**src/rtl/ball_ctrl_if.sv**
```systemverilog
// Handshake/bus bundle between the ball controller and its neighbours: serve request,
// position/paddle/brick inputs, and the step/direction/reset outputs to the position counters.
interface ball_ctrl_if;
  logic       launch;
  logic [9:0] x;
  logic [9:0] y;
  logic [9:0] paddle_x;
  logic       brick_hit;
  logic       brick_side;
  logic       step;
  logic       x_du;
  logic       y_du;
  logic       pos_resetn;
  logic       lost;
  logic       running;

  // Environment side: drives the controller inputs, observes its outputs.
  modport master (
    output launch, x, y, paddle_x, brick_hit, brick_side,
    input  step, x_du, y_du, pos_resetn, lost, running
  );

  // Controller side.
  modport slave (
    input  launch, x, y, paddle_x, brick_hit, brick_side,
    output step, x_du, y_du, pos_resetn, lost, running
  );
endinterface

```
**src/rtl/ball_ctrl.sv**
```systemverilog
// Ball sequencing controller: rate-limited step enable, per-axis direction bits, wall/paddle/
// brick reflection, lost-ball detection and the position counters' synchronous reset.
module ball_ctrl #(
  parameter int unsigned TICK_DIV = 4,
  parameter int unsigned X_MAX    = 639,
  parameter int unsigned Y_MAX    = 479,
  parameter int unsigned BALL_W   = 4,
  parameter int unsigned PADDLE_Y = 460,
  parameter int unsigned PADDLE_W = 64
) (
  input logic        clk,
  input logic        reset,
  ball_ctrl_if.slave bus
);

  // Three bits so spare encodings exist and are steered back to StInit.
  typedef enum logic [2:0] {
    StInit = 3'd0,
    StWait = 3'd1,
    StRun  = 3'd2,
    StLost = 3'd3
  } state_e;

  localparam int unsigned CntW = $clog2(TICK_DIV);
  localparam logic [CntW-1:0] CntLast = CntW'(TICK_DIV - 1);
  // Directions update on the edge entering the cnt==TICK_DIV-1 cycle, one cycle ahead of step.
  localparam logic [CntW-1:0] CntPre  = CntW'(TICK_DIV - 2);

  localparam logic [10:0] XLim   = 11'(X_MAX - BALL_W);
  localparam logic [10:0] YLim   = 11'(Y_MAX - BALL_W);
  localparam logic [10:0] PadTop = 11'(PADDLE_Y);
  localparam logic [10:0] BallW  = 11'(BALL_W);
  localparam logic [10:0] PadW   = 11'(PADDLE_W);

  state_e          state_q;
  logic [CntW-1:0] cnt_q;
  logic            step_q;
  logic            x_du_q;
  logic            y_du_q;
  logic            pos_resetn_q;
  logic            lost_q;
  logic            running_q;
  logic            pend_q;
  logic            pend_side_q;

  logic [10:0] x_w;
  logic [10:0] y_w;
  logic [10:0] px_w;
  logic        is_dec;
  logic        x_rule;
  logic        y_rule;
  logic        floor_hit;
  logic        x_du_dec;
  logic        y_du_dec;

  assign x_w  = {1'b0, bus.x};
  assign y_w  = {1'b0, bus.y};
  assign px_w = {1'b0, bus.paddle_x};

  // Reflection rules on the current position; wall/paddle rules override a same-axis brick flip.
  always_comb begin
    is_dec    = (state_q == StRun) && (cnt_q == CntPre);
    x_rule    = (x_du_q && (x_w >= XLim)) || (!x_du_q && (x_w == '0));
    y_rule    = (!y_du_q && (y_w == '0)) ||
                (y_du_q && ((y_w + BallW) == PadTop) && ((x_w + BallW) > px_w) &&
                 (x_w < (px_w + PadW)));
    floor_hit = y_du_q && (y_w >= YLim);
    x_du_dec  = x_du_q;
    y_du_dec  = y_du_q;
    if (x_rule || (pend_q && pend_side_q)) begin
      x_du_dec = !x_du_q;
    end
    if (y_rule || (pend_q && !pend_side_q)) begin
      y_du_dec = !y_du_q;
    end
  end

  // Sequencing FSM with registered outputs.
  always_ff @(posedge clk or posedge reset) begin
    if (reset) begin
      state_q      <= StInit;
      cnt_q        <= '0;
      step_q       <= 1'b0;
      x_du_q       <= 1'b1;
      y_du_q       <= 1'b1;
      pos_resetn_q <= 1'b0;
      lost_q       <= 1'b0;
      running_q    <= 1'b0;
      pend_q       <= 1'b0;
      pend_side_q  <= 1'b0;
    end else begin
      step_q <= 1'b0;
      lost_q <= 1'b0;
      case (state_q)
        StInit: begin
          state_q      <= StWait;
          pos_resetn_q <= 1'b1;
          x_du_q       <= 1'b1;
          y_du_q       <= 1'b1;
          cnt_q        <= '0;
          running_q    <= 1'b0;
          pend_q       <= 1'b0;
        end
        StWait: begin
          pend_q <= 1'b0;
          if (bus.launch) begin
            state_q   <= StRun;
            cnt_q     <= '0;
            running_q <= 1'b1;
          end
        end
        StRun: begin
          cnt_q  <= (cnt_q == CntLast) ? '0 : cnt_q + 1'b1;
          step_q <= (cnt_q == CntLast);
          if (bus.brick_hit) begin
            pend_q      <= 1'b1;
            pend_side_q <= bus.brick_side;
          end
          if (is_dec) begin
            if (floor_hit) begin
              state_q      <= StLost;
              lost_q       <= 1'b1;
              pos_resetn_q <= 1'b0;
              running_q    <= 1'b0;
              pend_q       <= 1'b0;
            end else begin
              x_du_q <= x_du_dec;
              y_du_q <= y_du_dec;
              // A hit landing on the decision edge itself waits for the next decision.
              pend_q <= bus.brick_hit;
            end
          end
        end
        StLost: begin
          state_q      <= StInit;
          pos_resetn_q <= 1'b0;
          x_du_q       <= 1'b1;
          y_du_q       <= 1'b1;
          pend_q       <= 1'b0;
        end
        default: begin
          state_q      <= StInit;
          pos_resetn_q <= 1'b0;
          running_q    <= 1'b0;
          pend_q       <= 1'b0;
        end
      endcase
    end
  end

  assign bus.step       = step_q;
  assign bus.x_du       = x_du_q;
  assign bus.y_du       = y_du_q;
  assign bus.pos_resetn = pos_resetn_q;
  assign bus.lost       = lost_q;
  assign bus.running    = running_q;

endmodule
```
**src/flat_wrapper.sv**
```systemverilog
// flat-port wrapper written by rule: the top's interface ports become plain ports
module ball_ctrl_flat 
#(
  parameter int unsigned TICK_DIV = 4,
  parameter int unsigned X_MAX    = 639,
  parameter int unsigned Y_MAX    = 479,
  parameter int unsigned BALL_W   = 4,
  parameter int unsigned PADDLE_Y = 460,
  parameter int unsigned PADDLE_W = 64
)
  (clk, reset, bus_launch, bus_x, bus_y, bus_paddle_x, bus_brick_hit, bus_brick_side, bus_step, bus_x_du, bus_y_du, bus_pos_resetn, bus_lost, bus_running);
  ball_ctrl_if bus_i ();
  input logic clk;
  input logic reset;
  input wire logic [$bits(bus_i.launch)-1:0] bus_launch;
  input wire logic [$bits(bus_i.x)-1:0] bus_x;
  input wire logic [$bits(bus_i.y)-1:0] bus_y;
  input wire logic [$bits(bus_i.paddle_x)-1:0] bus_paddle_x;
  input wire logic [$bits(bus_i.brick_hit)-1:0] bus_brick_hit;
  input wire logic [$bits(bus_i.brick_side)-1:0] bus_brick_side;
  output wire logic [$bits(bus_i.step)-1:0] bus_step;
  output wire logic [$bits(bus_i.x_du)-1:0] bus_x_du;
  output wire logic [$bits(bus_i.y_du)-1:0] bus_y_du;
  output wire logic [$bits(bus_i.pos_resetn)-1:0] bus_pos_resetn;
  output wire logic [$bits(bus_i.lost)-1:0] bus_lost;
  output wire logic [$bits(bus_i.running)-1:0] bus_running;
  assign bus_i.launch = bus_launch;
  assign bus_i.x = bus_x;
  assign bus_i.y = bus_y;
  assign bus_i.paddle_x = bus_paddle_x;
  assign bus_i.brick_hit = bus_brick_hit;
  assign bus_i.brick_side = bus_brick_side;
  assign bus_step = bus_i.step;
  assign bus_x_du = bus_i.x_du;
  assign bus_y_du = bus_i.y_du;
  assign bus_pos_resetn = bus_i.pos_resetn;
  assign bus_lost = bus_i.lost;
  assign bus_running = bus_i.running;
  ball_ctrl #(.TICK_DIV(TICK_DIV), .X_MAX(X_MAX), .Y_MAX(Y_MAX), .BALL_W(BALL_W), .PADDLE_Y(PADDLE_Y), .PADDLE_W(PADDLE_W)) u_core (.clk(clk), .reset(reset), .bus(bus_i));
endmodule
```
**config.mk**
```make
export PLATFORM = sky130hd
export DESIGN_NAME = ball_ctrl_flat
export DESIGN_NICKNAME = d
export VERILOG_FILES = /design/src/rtl/ball_ctrl_if.sv /design/src/rtl/ball_ctrl.sv /design/src/flat_wrapper.sv
export SDC_FILE = /design/constraint.sdc
export NUM_CORES = 1
export LEC_CHECK = 0
export ABC_AREA = 1
export BUFFER_PORTS_ARGS = -buffer_cell sky130_fd_sc_hd__buf_2
export CAP_MARGIN = 20
export CORE_ASPECT_RATIO = 1.5
export CORE_MARGIN = 8
export CORE_UTILIZATION = 48
export CTS_CLUSTER_SIZE = 25
export DETAILED_ROUTE_END_ITERATION = 7
export PLACE_DENSITY = 0.89
export SYNTH_ARGS = -nofsm -noshare
export SYNTH_HDL_FRONTEND = slang
export SYNTH_SLANG_ARGS = --single-unit
```
**constraint.sdc**
```tcl
create_clock -name clk -period 1.4 [get_ports clk]
set_input_delay 0.42 -clock clk [delete_from_list [all_inputs] [get_ports clk]]
set_output_delay 0.42 -clock clk [all_outputs]
set_load 0.05 [all_outputs]
```
==> impl_metrics.json, run 1 <==
{
  "run_status": "finished, violations left",
  "violations": "setup timing",
  "post-layout-total-power_mw": 2.98,
  "fin_worst_skew_ns": 0.000808,
  "power.switching_fraction_pct": 46.2,
  "cts.root.buffer_cell": "sky130_fd_sc_hd__clkbuf_8",
  "multi_input_comb_area_um2": 1130,
  "min-delay-path-class": "input port to async pin",
  "critical-path-max-stage-delay_ns": 0.33,
  "timing.final.max_slew_violations": 0,
  "tritoncts": "done",
  "groute.usage.overall_pct": 16.1,
  "final_min_period_over_clock_period_pct": 137,
  "synthesis.instances": 225,
  "internal_power_mw": 1.60,
  "synth.most_common_cell": "sky130_fd_sc_hd__nand2_1",
  "clkPwrFrac_pct": 11.8,
  "netSwitchingPower_mw": 1.38,
  "grt_first_pass_wirelength_um": 6810,
  "timing.rr.end": "u_core.bus.y_du",
  "critPathMostFrequentCell": "sky130_fd_sc_hd__nand2_1",
  "io_buffers": 40,
  "power.static_leakage_nw": 1.26,
  "final_hold_viol_count": 0,
  "arrival_worst_endpoint_ns": 2.12,
  "async_flop_share_pct": 100,
  "synth_area_um2": 1490,
  "fmax_mhz": 522,
  "cts_max_path_buffers": 2,
  "timing.critical_path.to": "u_core.bus.y_du",
  "finalSetupViolations": 2,
  "drtIter0Drc": 87,
  "dpl_wire_length_um": 3300,
  "post_synth_edffs": 0,
  "setup_slack_ns": -0.516,
  "rsz0062_at_grt": "true",
  "syn_area_per_cell_um2": 6.63,
  "synthFlopType": "sky130_fd_sc_hd__dfrtp_1",
  "ant_nets": 0,
  "design.portCount": 41,
  "post_synth_num_cell_types": 27,
  "die_area_um2": 5190,
  "timing.reg2reg.setup_slack_ns": -0.03,
  "totalWireLength_um": 4480,
  "timing_worst_slew_pin_value_ns": 0.465,
  "cts_h_tree_lvls": 1,
  "seqCellArea_um2": 303,
  "rows": 25,
  "register_share_of_total_power_pct": 20.7,
  "worst_path_max_delay_cell": "sky130_fd_sc_hd__ha_1",
  "power.combinational.fraction_pct": 67.5,
  "dp_cells": 332,
  "final_cells": 345,
  "synth_common_cells": "sky130_fd_sc_hd__nand2_1 (54), sky130_fd_sc_hd__inv_1 (40), sky130_fd_sc_hd__ha_1 (28), sky130_fd_sc_hd__nor2_1 (28), sky130_fd_sc_hd__nand3_1 (20)",
  "critical_path.endpoint_type": "flop",
  "worst_reg2reg_path_length_in_cells": 11,
  "worst_ir_drop_vdd_v": 0.00139,
  "timing.max_cap.violations": 0,
  "dieWidth_um": 61.5,
  "p_per_area_nw_per_um2": 1340,
  "cp_cell_sequence": "buf_8, ha_4, nand4_1, nor2_2, xor2_1, ha_1, nand2_2, nor2_4, nand3_1, nor2_1, nor2_1, nand3_1, nand2_1, nand2_1, nand2_1, nand2_1",
  "worst_setup_path_start_kind": "input port",
  "crit_path_start": "bus_x[2]",
  "criticalPathCategory": "input port to flop",
  "first_global_vias": 1758,
  "antenna_found_initial": 0,
  "path_max_fanout": 4,
  "viasPerCell": 5.11,
  "num_antenna_cells": 0,
  "totalNegativeSetupSlack_ns": -0.587,
  "synth_seq_area_share_pct": 20.3,
  "place.gp.congestion": 0.883,
  "largest_net_degree_at_the_start_of_global_routing": 13,
  "die_height_um": 84.3,
  "clock_insertion_delay_worst_skew_ns": 0.25,
  "num-fill-cells": 232,
  "ys.warnings.count": 0,
  "start_util_pct": 48.7,
  "area_leader_netlist": "sky130_fd_sc_hd__ha_1",
  "timing.slew.headroom_pct": 69.0,
  "wire_per_inst_um": 13.0,
  "final_nets": 369,
  "clk_pin_slew_worst_paths_ns": 0.05,
  "utilization_pct": 72.2,
  "synth.ff_latch_count": 12,
  "worst_ep_required_time_ns": 1.60,
  "area_delta_synth_final_pct": 48.3,
  "drcViolationCount": 0,
  "detail_route.first_pass.iterations": 4,
  "via_count": 1763,
  "postSynthNetCount": 288,
  "timing.rr.start": "u_core.bus.y_du",
  "leading_cell_types_by_total_area_after_synthesis": "sky130_fd_sc_hd__ha_1 (23%), sky130_fd_sc_hd__dfrtp_1 (17%), sky130_fd_sc_hd__nand2_1 (14%)",
  "design.core.area_um2": 3070,
  "globalRoute.totalOverflow": 0,
  "cts-buffers-inserted": 3,
  "layout_min_cycle_time_ns": 1.92,
  "drive_above_1_share_pct": 33.8,
  "yosys.area.top_type_share_pct": 23.5,
  "number_of_clock_sinks": 12
}
==> placed cells by master (no fill, tap or decap), types with 5 or more instances in the layout <==
cell type                 count
sky130_fd_sc_hd__ha_1        24
sky130_fd_sc_hd__nand3_1     19
sky130_fd_sc_hd__buf_4       36
sky130_fd_sc_hd__a21oi_1      7
sky130_fd_sc_hd__nand2_1     52
sky130_fd_sc_hd__nor2_1      24
sky130_fd_sc_hd__buf_2       35
sky130_fd_sc_hd__buf_8        5
sky130_fd_sc_hd__inv_1       37
sky130_fd_sc_hd__dfrtp_1     10
sky130_fd_sc_hd__xor2_1       6
==> kinds of logic after synthesis <==
group	count (synthesis)	synth area share [%]
compound gates	21	8.13
simple gates	115	33.0
fa+ha+maj	28	23.5
xor+xnor	8	4.69
flops	12	20.3
buf+inv	41	10.4
==> timing repair <==
action                     in CTS  in global routing
pin swaps                      11                  7
setup endpoints to repair       4                  9
buffers inserted                7                  2
hold buffers                    0                  0
resized for setup              21                 18
==> worst max-delay path, delay by kind of cell <==
| kind | cells | cell delay (ns) |
|---|---|---|
| XOR/XNOR | 1 | 0.08 |
| buffers and inverters | 1 | 0.09 |
| AND/OR/NAND/NOR | 12 | 1.05 |
| adder cells (fa/ha/maj) | 2 | 0.47 |
==> flip-flops by register name (all words and copies together) (netlist names) <==
name                   cells
u_core.bus.lost            1
u_core.pend_q              1
u_core.bus.step            1
u_core.pend_side_q         1
u_core.bus.y_du            1
u_core.bus.x_du            1
u_core.bus.pos_resetn      1
u_core.state_q             2
u_core.bus.running         1
u_core.cnt_q               2
==> worst min-delay path by stage <==
stage | from | to | slack [ns] | cells after the start
floorplan | reset | u_core.bus.lost | 0.28 | 1
global placement | reset | u_core.bus.lost | 0.44 | 2
detailed placement | reset | u_core.pend_q | 0.44 | 2
CTS | reset | u_core.pend_q | 0.18 | 2
global route | reset | u_core.pend_side_q | 0.22 | 2
finish | reset | u_core.pend_q | 0.17 | 2
==> layer usage <==
metal | share of wire, % | track usage, %
met5 | 0 | 0
met1 | 39 | 15.7
met3 | 3.4 | 2.60
met4 | 1.8 | 5.63
met2 | 56 | 31.0
==> through the flow <==
| stage | instance area [um2] | hold WS [ns] | setup slack, ns |
|---|---|---|---|
| CTS | 2130 | 0.181 | -0.509 |
| global route | 2210 | 0.223 | -0.712 |
| detailed placement | 1960 | 0.443 | -0.883 |
| global placement | 1960 | 0.442 | -0.778 |
| finish | 2210 | 0.169 | -0.516 |
| floorplan | 1510 | 0.283 | -0.480 |
==> power by group through the flow <==
stage	Combinational (mW)	Clock, mW	Sequential [mW]
final	2.01	0.350	0.617
after global routing	2.17	0.362	0.630
after CTS	1.72	0.337	0.612
after detailed placement	1.50	0	0.633
after global placement	1.45	0	0.623
after floorplan	0.802	0	0.808
==> layout make-up <==
type                    count  share of cell area [%]
clock buffers               4                    2.04
inverters                  40                    6.78
multi-input cells         172                    51.2
well taps                  40                    2.26
repair buffers             77                    24.0
flip-flops and latches     12                    13.7
Power figures use the tool's default switching activity.
==> run 2, diff against run 1 <==
--- a/config.mk
+++ b/config.mk
@@ -13,6 +13,7 @@
 export CORE_UTILIZATION = 48
 export CTS_CLUSTER_SIZE = 25
 export DETAILED_ROUTE_END_ITERATION = 7
+export GPL_TIMING_DRIVEN = 0
 export PLACE_DENSITY = 0.89
 export SYNTH_ARGS = -nofsm -noshare
 export SYNTH_HDL_FRONTEND = slang
==> run 2 against run 1 <==
The flow still finishes with violations (setup timing). Routed wire length shrank 9.6%. First-iteration DRC count shrank 56%. Final cell count shrank 7.8%. Sequential share of layout area grew 1.0 points. Total power shrank 3.2%. Critical endpoint unchanged.
==> impl_metrics.json, run 2 (synthesized netlist as in run 1, its figures left out) <==
{
  "run_status": "finished, violations left",
  "violations": "setup timing",
  "layout.cells.most_common_list": "sky130_fd_sc_hd__nand2_1 (51), sky130_fd_sc_hd__inv_1 (36), sky130_fd_sc_hd__buf_2 (35)",
  "design.core.area_um2": 3070,
  "p_per_area_nw_per_um2": 1400,
  "fmax_mhz": 527,
  "num_antenna_cells": 0,
  "utilization_pct": 67.2,
  "finalSetupViolations": 1,
  "tritoncts": "done",
  "timing.slew.headroom_pct": 70.1,
  "critPathMostFrequentCell": "sky130_fd_sc_hd__nand2_1",
  "clk_pin_slew_worst_paths_ns": 0.05,
  "netSwitchingPower_mw": 1.31,
  "cts_h_tree_lvls": 1,
  "timing.final.max_slew_violations": 0,
  "fin_area_um2": 2060,
  "start_util_pct": 48.7,
  "pre_cts_ws_ns": -0.873,
  "power.static_leakage_nw": 1.13,
  "detail_route.first_pass.iterations": 4,
  "dieWidth_um": 61.5,
  "groute.usage.overall_pct": 14.8,
  "drive_above_1_share_pct": 30.6,
  "dpl_wire_length_um": 2880,
  "layout_min_cycle_time_ns": 1.90,
  "worst_setup_path_start_kind": "input port",
  "worst_ir_drop_vdd_v": 0.00141,
  "dpl-instance-area_um2": 1760,
  "io_buffers": 40,
  "cts.root.buffer_cell": "sky130_fd_sc_hd__clkbuf_8",
  "first_global_vias": 1620,
  "final_min_period_over_clock_period_pct": 136,
  "final_hold_viol_count": 0,
  "critical-path-max-stage-delay_ns": 0.28,
  "totalWireLength_um": 4050,
  "place.gp.congestion": 0.877,
  "critical_path.endpoint_type": "flop",
  "wire_per_inst_um": 12.7,
  "arrival_worst_endpoint_ns": 2.08,
  "clkPwrFrac_pct": 13.2,
  "largest_registers": "u_core.cnt_q x2, u_core.state_q x2",
  "drcViolationCount": 0,
  "die_height_um": 84.3,
  "min-delay-path-class": "input port to async pin",
  "post-layout-total-power_mw": 2.88,
  "number_of_clock_sinks": 12,
  "power.switching_fraction_pct": 45.6,
  "via_count": 1630,
  "power.combinational.fraction_pct": 65.1,
  "cts-buffers-inserted": 3,
  "timing.hold.ws_ns": 0.172,
  "antenna_found_initial": 0,
  "design.portCount": 41,
  "globalRoute.totalOverflow": 0,
  "path_max_fanout": 7,
  "ant_nets": 0,
  "register_share_of_total_power_pct": 21.6,
  "clock_insertion_delay_worst_skew_ns": 0.24,
  "die_area_um2": 5190,
  "cp_cell_sequence": "buf_8, nand3_4, nand3b_1, buf_4, xor2_1, inv_1, ha_1, nand2_2, nor2_4, nand3_2, nor2_2, nor2_1, nand3_1, nand2_1, nand2_1, nand2_1, nand2_1",
  "grt_first_pass_wirelength_um": 6220,
  "timing.critical_path.max_delay_family": "simple AND/OR/NAND/NOR gates",
  "fin_worst_skew_ns": 0.00220,
  "timing.max_cap.violations": 0,
  "drtIter0Drc": 38,
  "criticalPathCategory": "input port to flop",
  "largest_net_degree_at_the_start_of_global_routing": 13,
  "rows": 25,
  "area_delta_synth_final_pct": 38.0,
  "viasPerCell": 5.13,
  "final_common_cell": "sky130_fd_sc_hd__nand2_1",
  "crit_buf_inv": 3,
  "final_nets": 342,
  "setup_slack_ns": -0.498,
  "rsz0062_at_grt": "true",
  "cts_max_path_buffers": 2,
  "internal_power_mw": 1.57,
  "timing_worst_slew_pin_value_ns": 0.448,
  "worst_ep_required_time_ns": 1.59,
  "worst_path_max_delay_cell": "sky130_fd_sc_hd__ha_1"
}
==> run 2: worst reg2reg max path, stage by stage, from the launching register on <==
cell	delay [ns]
sky130_fd_sc_hd__dfstp_2	0.57
sky130_fd_sc_hd__inv_1	0.06
sky130_fd_sc_hd__nor2_1	0.09
sky130_fd_sc_hd__nand2_1	0.06
sky130_fd_sc_hd__nor2_1	0.08
sky130_fd_sc_hd__nand3_1	0.08
sky130_fd_sc_hd__nor2_1	0.10
sky130_fd_sc_hd__nand3_1	0.07
sky130_fd_sc_hd__nand2_1	0.08
sky130_fd_sc_hd__nand2_1	0.05
sky130_fd_sc_hd__nand2_1	0.05
sky130_fd_sc_hd__nand2_1	0.06
==> run 2: final timing paths <==
check	startpoint	endpoint	slack, ns	cells past startpoint
max	bus_x[4]	u_core.bus.y_du	-0.50	17
min	reset	u_core.bus.lost	0.17	2
max reg2reg	u_core.bus.y_du	u_core.bus.y_du	-0.02	11
min reg2reg	u_core.bus.pos_resetn	u_core.bus.pos_resetn	0.47	2
max in group asynchronous	reset	u_core.bus.x_du	0.89	2
min in group clk	bus_brick_hit	u_core.pend_side_q	0.41	2
==> run 2: power by group through the flow <==
stage,Combinational [mW],Clock (mW),Sequential (mW)
6_report,1.88,0.381,0.623
5_1_grt,2.07,0.397,0.634
4_1_cts,1.54,0.386,0.611
3_5_place_dp,1.31,0,0.631
3_3_place_gp,1.26,0,0.630
2_1_floorplan,0.802,0,0.808
==> run 2: routing by layer <==
metal	global-route usage (%)	up-vias	share of wire, %
li1	-	823	-
met1	14.9	751	36
met2	27.6	40	56
met3	1.83	16	4.7
met4	6.67	0	3.2
met5	0	-	0
==> run 2: cell type report <==
cell class,instances,area (um2)
Sequential cell,12,303
Tap cell,40,50.0
Timing Repair Buffer,50,330
Inverter,40,150
Fill cell,267,1010
Clock buffer,4,55.1
Multi-Input combinational cell,172,1170
==> run 2: metrics by stage <==
step	cells	setup TNS, ns
2_1_floorplan	225	-0.480
3_3_place_gp	305	-0.889
3_5_place_dp	305	-1.02
4_1_cts	315	-0.472
5_1_grt	318	-0.742
6_report	318	-0.498
==> run 2: repair_timing <==
action	4_1_cts	5_1_grt
endpoints found under the setup margin	4	7
hold buffers	0	0
pin swaps	5	15
setup buffers	6	4
gates resized for setup	20	27
hold endpoints to repair	0	0
==> run 3, diff against run 2 <==
--- a/config.mk
+++ b/config.mk
@@ -10,11 +10,13 @@
 export CAP_MARGIN = 20
 export CORE_ASPECT_RATIO = 1.5
 export CORE_MARGIN = 8
-export CORE_UTILIZATION = 48
+export CORE_UTILIZATION = 49
+export CTS_BUF_LIST = sky130_fd_sc_hd__clkbuf_4
 export CTS_CLUSTER_SIZE = 25
 export DETAILED_ROUTE_END_ITERATION = 7
 export GPL_TIMING_DRIVEN = 0
-export PLACE_DENSITY = 0.89
+export PLACE_DENSITY = 0.9
+export RECOVER_POWER = 25
 export SYNTH_ARGS = -nofsm -noshare
 export SYNTH_HDL_FRONTEND = slang
 export SYNTH_SLANG_ARGS = --single-unit
==> run 3 against run 2 <==
The flow still finishes with violations (setup timing). Register-to-register slack improved by 0.03 ns. Total power decreased by 9.1%. Routed wire length decreased by 1.7%. Clock skew decreased by 0.0011 ns. Sequential cell count unchanged. Clock power decreased by 43%. Non-clock buffer count increased by 1. Utilization increased by 2.1 points. First-iteration DRC count decreased by 2.6%. Sequential share of layout area increased by 0.30 points. Largest cell class unchanged.
==> impl_metrics.json, run 3 (synthesized netlist as in run 1, its figures left out) <==
{
  "postCtsHoldBufs": 0,
  "final_common_cell": "sky130_fd_sc_hd__nand2_1",
  "crit_buf_inv": 2,
  "worst_ep_required_time_ns": 1.61,
  "fin_worst_skew_ns": 0.00112,
  "grt_first_pass_wirelength_um": 6420,
  "worst_setup_path_start_kind": "input port",
  "drtIter0Drc": 37,
  "viasPerCell": 5.11,
  "cp_cell_sequence": "buf_8, ha_4, nand3_4, xor2_1, inv_1, ha_4, nand2_2, nor2_2, nand3_1, nand2_1, nand2_1, nand2_1, nand3_1, nand2_1, nand2_1, nand2_1, nand2_1",
  "dpl_wire_length_um": 2940,
  "cts_max_path_buffers": 2,
  "final_hold_viol_count": 0,
  "path_max_fanout": 4,
  "post-layout-total-power_mw": 2.62,
  "rows": 24,
  "fin_area_um2": 2020,
  "drive_above_1_share_pct": 27.2,
  "cts-buffers-inserted": 3,
  "rsz0062_at_grt": "true",
  "finalSetupViolations": 3,
  "number_of_clock_sinks": 12,
  "timing.hold.ws_ns": 0.136,
  "globalRoute.totalOverflow": 0,
  "dpl-instance-area_um2": 1760,
  "largest_registers": "u_core.cnt_q x2, u_core.state_q x2",
  "criticalPathCategory": "input port to flop",
  "clock_insertion_delay_worst_skew_ns": 0.27,
  "layout.cells.most_common_list": "sky130_fd_sc_hd__nand2_1 (52), sky130_fd_sc_hd__inv_1 (38), sky130_fd_sc_hd__buf_2 (35)",
  "layout_min_cycle_time_ns": 1.78,
  "antenna_found_initial": 0,
  "tritoncts": "done",
  "final_nets": 343,
  "largest_net_degree_at_the_start_of_global_routing": 13,
  "totalWireLength_um": 3980,
  "area_delta_synth_final_pct": 35.2,
  "start_util_pct": 51.2,
  "wire_per_inst_um": 12.5,
  "timing_worst_slew_pin_value_ns": 0.447,
  "design.portCount": 41,
  "timing.final.max_slew_violations": 0,
  "place.gp.congestion": 0.861,
  "ant_nets": 0,
  "timing.max_cap.violations": 0,
  "worst_ir_drop_vdd_v": 0.00150,
  "via_count": 1625,
  "power.static_leakage_nw": 1.13,
  "cts_h_tree_lvls": 1,
  "detail_route.first_pass.iterations": 4,
  "design.core.area_um2": 2910,
  "totalNegativeSetupSlack_ns": -0.404,
  "p_per_area_nw_per_um2": 1300,
  "min-delay-path-class": "input port to async pin",
  "num_antenna_cells": 0,
  "final_min_period_over_clock_period_pct": 127,
  "die_height_um": 83.6,
  "utilization_pct": 69.3,
  "timing.critical_path.max_delay_family": "simple AND/OR/NAND/NOR gates",
  "dieWidth_um": 61.1,
  "critPathMostFrequentCell": "sky130_fd_sc_hd__nand2_1",
  "groute.usage.overall_pct": 15.4,
  "arrival_worst_endpoint_ns": 1.99,
  "first_global_vias": 1620,
  "drcViolationCount": 0,
  "critical_path.endpoint_type": "flop",
  "fmax_mhz": 561,
  "run_status": "finished, violations left",
  "die_area_um2": 5110,
  "timing.slew.headroom_pct": 70.2,
  "clk_pin_slew_worst_paths_ns": 0.07,
  "io_buffers": 40,
  "setup_slack_ns": -0.384,
  "worst_path_max_delay_cell": "sky130_fd_sc_hd__ha_4",
  "violations": "setup timing",
  "critical-path-max-stage-delay_ns": 0.27,
  "num-fill-cells": 241,
  "cts.root.buffer_cell": "sky130_fd_sc_hd__clkbuf_4"
}
[run 3: cell type report]
| class | count | area [um2] | area share, % |
|---|---|---|---|
| repair buffers | 51 | 350 | 17.4 |
| multi-input cells | 172 | 1140 | 56.5 |
| inverters | 40 | 150 | 7.44 |
| clock buffers | 3 | 22.5 | 1.12 |
| clock inverters | 1 | 3.75 | 0.186 |
| flip-flops and latches | 12 | 303 | 15.0 |
| well taps | 39 | 48.8 | 2.42 |
[run 3: per-layer routing]
layer  vias to the layer above  global-route usage [%]  part of all wire [%]
met5                         -                       0                     0
met4                         0                    5.12                   2.4
met3                        10                    2.31                   4.8
met2                        42                    28.7                    55
met1                       742                    16.1                    37
li1                        831                       -                     -
[run 3: per-stage QoR]
step / setup WS (ns) / cells
after global placement: -0.857 / 304
final: -0.384 / 318
after detailed placement: -0.860 / 304
after CTS: -0.398 / 318
after floorplan: -0.480 / 225
after global routing: -0.565 / 318
[run 3: final timing paths]
path | start | end | slack, ns | cells after the start
setup / recovery | bus_x[2] | u_core.bus.y_du | -0.38 | 17
max in group asynchronous | reset | u_core.bus.x_du | 0.93 | 2
hold reg to reg | u_core.bus.pos_resetn | u_core.bus.pos_resetn | 0.48 | 2
min in group clk | bus_brick_hit | u_core.pend_side_q | 0.35 | 2
hold / removal | reset | u_core.bus.lost | 0.14 | 2
setup reg to reg | u_core.state_q[1] | u_core.bus.y_du | 0.01 | 7
[run 3: what timing repair did]
item | 4_1_cts | 5_1_grt
setup buffers | 11 | 0
hold endpoints to repair | 0 | 0
gates resized for setup | 27 | 7
setup endpoints to repair | 5 | 9
pin swaps | 12 | 3
[run 3: power breakdown]
group | internal (mW) | leakage (nW) | switching, mW
logic | 0.749 | 0.965 | 1.03
clock network | 0.103 | 0.0154 | 0.114
registers | 0.511 | 0.150 | 0.114
total | 1.36 | 1.13 | 1.26
[run 3: worst register-to-register path: stages, from the launching register on]
cell and delay (ns):
sky130_fd_sc_hd__dfrtp_1 0.43, sky130_fd_sc_hd__inv_1 0.14, sky130_fd_sc_hd__ha_4 0.22, sky130_fd_sc_hd__or2_2 0.28, sky130_fd_sc_hd__nand2_2 0.10, sky130_fd_sc_hd__nand2_1 0.06
sky130_fd_sc_hd__nand2_1 0.05, sky130_fd_sc_hd__nand2_1 0.05
